[src/rtl/clock_scale_meter_if.sv]
// Result bus of clock_scale_meter: measured value, saturation flag and a
// valid/ready handshake. The meter drives it through the master modport and
// the consumer uses the slave modport.
interface clock_scale_meter_if #(
    parameter int WIDTH = 32
);
    logic [WIDTH-1:0] meas_value;
    logic             meas_valid;
    logic             meas_ready;
    logic             meas_sat;

    modport master (
        output meas_value,
        output meas_valid,
        output meas_sat,
        input  meas_ready
    );

    modport slave (
        input  meas_value,
        input  meas_valid,
        input  meas_sat,
        output meas_ready
    );
endinterface

[src/rtl/clock_scale_meter.sv]
// clock_scale_meter: measures the scale factor of a slow divided clock
// (clk_in) in clk cycles. Both clk_in edges are used, and each result is the
// edge-to-edge distance minus 1, so a divider programmed with scale S reads S.
// Optional feature: define CLOCK_SCALE_METER_TIMEOUT_EN to build the stall
// detector (stalled output, MEAS/ARM give up after TIMEOUT idle cycles).
module clock_scale_meter #(
    parameter int          WIDTH   = 32,
    parameter logic [31:0] TIMEOUT = 32'hFFFF_FFFE
) (
    input  logic                       clk,
    input  logic                       rst_n,
    input  logic                       en,
    input  logic                       clk_in,
    clock_scale_meter_if.master        meas_if,
    output logic                       overrun,
    output logic                       stalled
);

    typedef enum logic [1:0] {
        ST_IDLE = 2'd0,
        ST_ARM  = 2'd1,
        ST_MEAS = 2'd2
    } state_t;

    localparam logic [WIDTH-1:0] CNT_MAX = {WIDTH{1'b1}};

    state_t           state_q, state_d;
    logic [WIDTH-1:0] cnt_q, cnt_d;
    logic [WIDTH-1:0] cnt_inc_s;

    // synchronizer pair, previous-level flop and registered edge pulse
    logic sync1_q, sync2_q, sync3_q, edge_q;

    logic             res_vld_s;
    logic [WIDTH-1:0] res_val_s;
    logic             load_s;
    logic             xfer_s;

    logic [WIDTH-1:0] meas_value_q;
    logic             meas_valid_q;
    logic             meas_sat_q;
    logic             overrun_q;

`ifdef CLOCK_SCALE_METER_TIMEOUT_EN
    // Compare at least 32 bits wide so a narrow counter never aliases TIMEOUT.
    localparam int CW = (WIDTH > 32) ? WIDTH : 32;
    logic [CW-1:0] cnt_ext_s;
    logic          timeout_hit_s;
    logic          stall_set_s;
    logic          stalled_q;

    assign cnt_ext_s     = CW'(cnt_q);
    assign timeout_hit_s = (cnt_ext_s == CW'(TIMEOUT));
`endif

    // Counter advances by one and sticks at all-ones.
    assign cnt_inc_s = (cnt_q == CNT_MAX) ? cnt_q : (cnt_q + WIDTH'(1));

    // Synchronize clk_in and register a both-edge pulse (3-cycle fixed latency).
    always_ff @(posedge clk) begin
        if (!rst_n) begin
            sync1_q <= 1'b0;
            sync2_q <= 1'b0;
            sync3_q <= 1'b0;
            edge_q  <= 1'b0;
        end else begin
            sync1_q <= clk_in;
            sync2_q <= sync1_q;
            sync3_q <= sync2_q;
            edge_q  <= sync2_q ^ sync3_q;
        end
    end

    // State and counter registers.
    always_ff @(posedge clk) begin
        if (!rst_n) begin
            state_q <= ST_IDLE;
            cnt_q   <= '0;
        end else begin
            state_q <= state_d;
            cnt_q   <= cnt_d;
        end
    end

    // Next state, counter update and result generation.
    always_comb begin
        state_d   = state_q;
        cnt_d     = cnt_q;
        res_vld_s = 1'b0;
        res_val_s = cnt_q;
`ifdef CLOCK_SCALE_METER_TIMEOUT_EN
        stall_set_s = 1'b0;
`endif
        case (state_q)
            ST_IDLE: begin
                cnt_d = '0;
                if (en) begin
                    state_d = ST_ARM;
                end else begin
                    state_d = ST_IDLE;
                end
            end
            ST_ARM: begin
                if (!en) begin
                    state_d = ST_IDLE;
                    cnt_d   = '0;
                end else if (edge_q) begin
                    // first edge only starts the period; nothing to report yet
                    state_d = ST_MEAS;
                    cnt_d   = '0;
                end else begin
`ifdef CLOCK_SCALE_METER_TIMEOUT_EN
                    if (timeout_hit_s) begin
                        stall_set_s = 1'b1;
                        cnt_d       = '0;
                    end else begin
                        cnt_d = cnt_inc_s;
                    end
`else
                    cnt_d = '0;
`endif
                end
            end
            ST_MEAS: begin
                if (!en) begin
                    state_d = ST_IDLE;
                    cnt_d   = '0;
                end else if (edge_q) begin
                    res_vld_s = 1'b1;
                    cnt_d     = '0;
                end else begin
`ifdef CLOCK_SCALE_METER_TIMEOUT_EN
                    if (timeout_hit_s) begin
                        stall_set_s = 1'b1;
                        state_d     = ST_ARM;
                        cnt_d       = '0;
                    end else begin
                        cnt_d = cnt_inc_s;
                    end
`else
                    cnt_d = cnt_inc_s;
`endif
                end
            end
            default: begin
                state_d = ST_IDLE;
                cnt_d   = '0;
            end
        endcase
    end

    assign xfer_s = meas_valid_q & meas_if.meas_ready;
    assign load_s = res_vld_s & (~meas_valid_q | meas_if.meas_ready);

    // Output holding register with valid/ready handshake and sticky overrun.
    always_ff @(posedge clk) begin
        if (!rst_n) begin
            meas_value_q <= '0;
            meas_valid_q <= 1'b0;
            meas_sat_q   <= 1'b0;
            overrun_q    <= 1'b0;
        end else begin
            if (load_s) begin
                meas_value_q <= res_val_s;
                meas_sat_q   <= &res_val_s;
                meas_valid_q <= 1'b1;
            end else if (xfer_s) begin
                meas_valid_q <= 1'b0;
            end else begin
                meas_valid_q <= meas_valid_q;
            end

            if (res_vld_s && !load_s) begin
                overrun_q <= 1'b1;
            end else if (xfer_s) begin
                overrun_q <= 1'b0;
            end else begin
                overrun_q <= overrun_q;
            end
        end
    end

`ifdef CLOCK_SCALE_METER_TIMEOUT_EN
    // Stall flag: set on timeout, cleared by the next clk_in edge.
    always_ff @(posedge clk) begin
        if (!rst_n) begin
            stalled_q <= 1'b0;
        end else if (edge_q) begin
            stalled_q <= 1'b0;
        end else if (stall_set_s) begin
            stalled_q <= 1'b1;
        end else begin
            stalled_q <= stalled_q;
        end
    end

    assign stalled = stalled_q;
`else
    assign stalled = 1'b0;
`endif

    assign meas_if.meas_value = meas_value_q;
    assign meas_if.meas_valid = meas_valid_q;
    assign meas_if.meas_sat   = meas_sat_q;
    assign overrun            = overrun_q;

endmodule
[src/flat_wrapper.sv]
// flat-port wrapper written by rule: the top's interface ports become plain ports
module clock_scale_meter_flat 
#(
    parameter int          WIDTH   = 32,
    parameter logic [31:0] TIMEOUT = 32'hFFFF_FFFE
)
  (clk, rst_n, en, clk_in, overrun, stalled, meas_if_meas_value, meas_if_meas_valid, meas_if_meas_sat, meas_if_meas_ready);
  clock_scale_meter_if #(.WIDTH(WIDTH)) meas_if_i ();
  input  logic clk;
  input  logic rst_n;
  input  logic en;
  input  logic clk_in;
  output logic overrun;
  output logic stalled;
  output wire logic [$bits(meas_if_i.meas_value)-1:0] meas_if_meas_value;
  output wire logic [$bits(meas_if_i.meas_valid)-1:0] meas_if_meas_valid;
  output wire logic [$bits(meas_if_i.meas_sat)-1:0] meas_if_meas_sat;
  input wire logic [$bits(meas_if_i.meas_ready)-1:0] meas_if_meas_ready;
  assign meas_if_meas_value = meas_if_i.meas_value;
  assign meas_if_meas_valid = meas_if_i.meas_valid;
  assign meas_if_meas_sat = meas_if_i.meas_sat;
  assign meas_if_i.meas_ready = meas_if_meas_ready;
  clock_scale_meter #(.WIDTH(WIDTH), .TIMEOUT(TIMEOUT)) u_core (.clk(clk), .rst_n(rst_n), .en(en), .clk_in(clk_in), .meas_if(meas_if_i), .overrun(overrun), .stalled(stalled));
endmodule
[config.mk]
export PLATFORM = sky130hd
export DESIGN_NAME = clock_scale_meter_flat
export DESIGN_NICKNAME = d
export VERILOG_FILES = /design/src/rtl/clock_scale_meter_if.sv /design/src/rtl/clock_scale_meter.sv /design/src/flat_wrapper.sv
export SDC_FILE = /design/constraint.sdc
export NUM_CORES = 1
export LEC_CHECK = 0
export ABC_AREA = 1
export ABC_CLOCK_PERIOD_IN_PS = 1400
export BUFFER_PORTS_ARGS = -buffer_cell sky130_fd_sc_hd__buf_2
export CAP_MARGIN = 20
export CELL_PAD_IN_SITES_DETAIL_PLACEMENT = 1
export CELL_PAD_IN_SITES_GLOBAL_PLACEMENT = 2
export CORE_ASPECT_RATIO = 1.25
export CORE_UTILIZATION = 29
export DETAILED_ROUTE_END_ITERATION = 16
export GPL_TIMING_DRIVEN = 1
export HOLD_SLACK_MARGIN = 0.12
export MAX_ROUTING_LAYER = met4
export PLACE_DENSITY_LB_ADDON = 0.1
export SYNTH_ARGS = -nofsm -noshare
export SYNTH_HDL_FRONTEND = slang
export SYNTH_SLANG_ARGS = --single-unit
[constraint.sdc]
create_clock -name clk -period 1.4 [get_ports clk]
set_input_delay 0.14 -clock clk [delete_from_list [all_inputs] [get_ports clk]]
set_output_delay 0.14 -clock clk [all_outputs]
set_load 0.005 [all_outputs]
Word-level counts from Yosys, hierarchy flattened:

Cells that the tools add are included.

* bitwise gates (word level): 8
* $add $sub $neg: 1
* reduce and logical (&&, ||, !) cells: 8
* mux-type cells: 11
* eq/ne operators: 5

Operators by type and width (count)
* adder 32 x 1 -> 32 bit, second input constant: 1
* equality test 32 bit, second input constant: 1
* AND reduction 32 bit: 1
* two-way mux 1 bit: 7
* two-way mux 2 bit: 3
* one-hot mux 2 bit (3 select lines): 1
* NOT 1 bit: 4
* nonzero test 2 bit: 2
* OR reduction 4 bit: 1
* inequality test 3 x 2 -> 1 bit, second input constant: 1
* AND 1 bit: 2
* equality test 2 x 1 -> 1 bit, second input constant: 1
* equality test 2 bit, second input constant: 1
* logical NOT 2 bit: 1
* inequality test 2 bit, second input constant: 1
* AND reduction 2 bit: 1
* logical AND 1 bit: 1
* logical NOT 1 bit: 1
* OR 1 bit: 1
* bitwise XOR 1 bit: 1

* output and inout port bits: 36
* register bits after elaboration: 73
* input bits: 5
* logic and storage cells: 43

Depth between registers and ports, before layout:

* depth in word-level cells: 7
* gate-level depth with buffers: 11
* depth with buffers taken out: 9

Worst setup path after synthesis:

OpenSTA, ideal clock, no wires.

* path kind: register -> register
* start point: register u_core.cnt_q[0]
* end point: register u_core.cnt_q[0]
* required time: 1.284 ns
* clock period less this slack: 1.518 ns
* buffers on the path: 2
* arrival: 1.402 ns
* library setup time: 0.116 ns
* path slack: -0.118 ns
* stages on the path, launching flop included: 11
* cell sequence: dfxtp_1 -> ha_1 -> buf_4 -> inv_2 -> nor2_4 -> nand2_4 -> nor2_8 -> nand2_4 -> buf_6 -> nand2_1 -> a21oi_1

* cells in the longest elaborated chain, start to end: 1

RTL lines
* from (decl): RTL line clock_scale_meter.sv:28 `logic [WIDTH-1:0] cnt_q, cnt_d;`
* from (signal assigned): RTL line clock_scale_meter.sv:81 `cnt_q <= cnt_d;`
* adder 32 x 1 -> 32 bit / equality test 32 bit (equally long branches): RTL line clock_scale_meter.sv:57 `assign cnt_inc_s = (cnt_q == CNT_MAX) ? cnt_q : (cnt_q + WIDTH'(1));`

Parallel ways exist; a longest one is shown, timed or not.
A chain may end at the register's enable or synchronous reset.

Final worst setup path:

* start point: register u_core.cnt_q[1]
* end point: register u_core.cnt_q[1]

Same word-level chain as after synthesis.

==> results.cfg <==
[synthesis]
netlist_top_cells_area = dfxtp_1 43%, nand2_1 15%, nor2_1 7.3%, inv_1 6.5%, a21oi_1 5.4%
asr_flop_ratio_synth_pct = 0
proportion_of_synthesized_chip_area_in_sequential_cells_pct = 42.6
synth.ff_latch_count = 73
synth.distinct_cells = 28
synthMostInstantiatedCell = nand2_1
synth.avg_cell_area_um2 = 6.99
dominantRegCellSynth = dfxtp_1
synth_area_leader_cell = dfxtp_1
synth_top_area_share_pct = 42.6
synth.yosys.warnings = 0
synthCells = 491
netlist_top_cells_count = 135 x nand2_1, 73 x dfxtp_1, 67 x nor2_1
syn-cell-area_um2 = 3430
synth-edff-count = 0
synthesis.nets = 497

[finish]
flow.area_growth_from_synthesis_pct = 51.7
layout.cells.non_filler = 755
number_of_nets_in_the_layout = 619
finalInstanceArea_um2 = 5210
drive_above_1_share_pct = 44.4
insertedDiodeCount = 0

[clock_network]
numCtsBuffers = 9
clk_pin_slew_ns = 0.05
clock_sink_count = 73
root_buffer = clkbuf_16
cts_max_level = 3
ctsLongestPathBuffers = 2
cts_tree = built
insertion_delay_ns = 0.34

[pwr]
power_report.internal_total_mw = 3.43
switching_power_as_a_share_of_total_power_pct = 21.1
ir_drop_mv = 0.585
power.share.clock_pct = 50.9
power.total_mw = 4.35
power.static_leakage_nw = 2.37
power_frac_comb_pct = 1.2
cellPowerDensity_nw_per_um2 = 836
power.switching_uw = 920
share_seq_of_total_power_pct = 47.9

[critical_path]
critical_path.endpoint_type = flip-flop
crit_path_cell_trace = ha_4 -> inv_2 -> nor2_4 -> nand2_4 -> nor2_8 -> buf_6 -> nand3_4 -> nand2_2 -> nand2_1 -> nor2_1
path_class = flip-flop to flip-flop
timing.critical_path.from_type = flip-flop
required_ns = 1.66
cpMaxStageDelayCell = dfxtp_4
critical-path-top-delay-family = simple AND/OR/NAND/NOR gates
critical_path.n_buffers_inverters = 2
critical_path_arrival_ns = 1.71
critical_path.max_fanout = 5
critPathMaxStageDelay_ns = 0.37

[global_route]
grt_pass1_wl_um = 17600
antenna_found_initial = 0
grt_remaining_overflow = 0
globalRouteMet3Util_pct = 3.65
grt_most_used_layer = met2
grt_use_met2_pct = 35.3
use_met1_pct = 21.0
via_count_of_the_first_global_routing_pass = 3524
overall_global_routing_usage_pct = 19.6
pin_count_of_the_biggest_net_entering_global_routing = 30

[placed_design]
place_hpwl_um = 8480
dp_worst_setup_slack_ns = -0.182
post-place-cells = 730
place_area_um2 = 4360
placer_s_final_routability_congestion_estimate = 0.883
port-buffer-count = 39

[job]
maxCapViolations = 0

[drt]
post_detailed_route_drc_marker_count = 0
detail_route.vias_per_cell = 4.73
drt.antenna.violating_nets = 0
drt-initial-drc-count = 69
vias = 3568
route.final.wire_length_um = 12000
route.detailed.wl_per_inst_um = 15.9
dr.pass1.iters = 4

[run_status]
violations = negative setup slack
status = finished, violations left

[floorplanning]
floorplan.die.width_um = 99.3
dieArea_um2 = 12300
start_util_pct = 29.7
rows = 44
io_pins = 41
std_cell_core_area_um2 = 11600
die_height_um = 124

[sta]
rsz_0062_raised_after_global_routing = true
post-route-min-period_ns = 1.45
final_hold_viol_count = 0
timing.final.crit_share_pct = 103
post-route-worst-setup-slack_ns = -0.0464
timing.clock.skew_ns = 0.00472
timing.final.setup_violations = 8
report.final.slew_viol_count = 0
timing.fmax_ghz = 0.691

[hold_path]
hold_path.class = input port to flip-flop
-- per-layer routing --
metal,wire [um],vias to the layer above
met5,0,-
met3,374,19
met1,4990,1721
li1,-,1774
met4,336,0
met2,6280,54
-- power by group through the flow --
| stage | clock network, mW | registers, mW | logic [mW] |
|---|---|---|---|
| after floorplan | 0 | 2.13 | 0.0262 |
| after global placement | 0 | 2.13 | 0.0418 |
| after detailed placement | 0 | 2.13 | 0.0431 |
| after CTS | 2.29 | 2.08 | 0.0497 |
| after global routing | 2.35 | 2.08 | 0.0583 |
| final | 2.22 | 2.08 | 0.0531 |
-- cells by family after synthesis --
family                   count (synthesis)  share of synthesized area, %
flip-flops                              73                          42.6
adder cells (fa/ha/maj)                  1                         0.364
buffers and inverters                   79                          10.1
other                                    1                         0.109
AND/OR/NAND/NOR                        258                          33.9
XOR/XNOR                                11                          2.81
AO/OA/AOI/OAI                           68                          10.2
-- placed cells by master, fill, tap and decap left out, drive strengths merged --
cell	synthesis	routed
clkinv	0	2
a21oi	39	39
nand4	3	3
conb	1	1
clkinvlp	0	1
buf	12	121
dlygate4sd3	0	3
dfxtp	73	73
nor2	75	75
clkbuf	5	17
inv	62	61
ha	1	1
a31oi	1	1
xor2	5	5
nand3	38	38
nand2	141	141
o21ai	27	27
o22ai	1	1
nor3	1	1
xnor2	6	6
-- worst reg2reg max path: stages (launching register included) --
cell and delay, ns:
dfxtp_4 0.37, ha_4 0.16, inv_2 0.05, nor2_4 0.12, nand2_4 0.08, nor2_8 0.15
buf_6 0.15, nand3_4 0.08, nand2_2 0.07, nand2_1 0.04, nor2_1 0.10
-- flip-flops by register name, summed over array words and instances (netlist names) --
| signal | cells |
|---|---|
| u_core.cnt_q | 32 |
| u_core.meas_if.meas_value | 32 |
| u_core.state_q | 2 |
| u_core.edge_q | 1 |
| u_core.meas_if.meas_sat | 1 |
| u_core.meas_if.meas_valid | 1 |
| u_core.overrun | 1 |
| u_core.sync1_q | 1 |
| u_core.sync2_q | 1 |
| u_core.sync3_q | 1 |
-- path summary, 6_finish.rpt --
path | cells past startpoint | to | from | slack [ns]
max reg2reg | 10 | u_core.cnt_q[1]$_SDFFE_PP0P_ | u_core.cnt_q[1]$_SDFFE_PP0P_ | -0.05
max | 10 | u_core.cnt_q[1]$_SDFFE_PP0P_ | u_core.cnt_q[1]$_SDFFE_PP0P_ | -0.05
min reg2reg | 2 | u_core.sync2_q$_SDFF_PN0_ | u_core.sync1_q$_SDFF_PN0_ | 0.42
min | 4 | u_core.meas_if.meas_value[5]$_SDFFE_PN0P_ | rst_n | 0.28
-- final cells by class --
| class | count | area (um^2) |
|---|---|---|
| fillers | 1431 | 6350 |
| multi-input cells | 339 | 2000 |
| flip-flops and latches | 73 | 1490 |
| repair buffers | 128 | 1020 |
| clock buffers | 13 | 270 |
| inverters | 62 | 240 |
| well taps | 138 | 173 |
| clock inverters | 2 | 12.5 |
-- metrics by stage --
stage / util [%] / setup TNS [ns] / hold slack [ns]
6_report: 45.0 / -0.109 / 0.279
5_1_grt: 45.0 / -2.75 / 0.299
4_1_cts: 42.4 / -0.155 / 0.274
3_5_place_dp: 37.7 / -2.16 / 0.329
3_3_place_gp: 37.7 / -2.00 / 0.320
2_1_floorplan: - / 0 / 0.238
-- what timing repair did --
action                                  CTS  global route
buffers inserted                          2             2
endpoints found under the setup margin   38            65
hold buffers                              3             0
endpoints found under the hold margin     5             0
resized for setup                        67            85
pin swaps                                13            27
gates cloned                              0             4
Note: power is estimated with default switching activity, not from simulation.
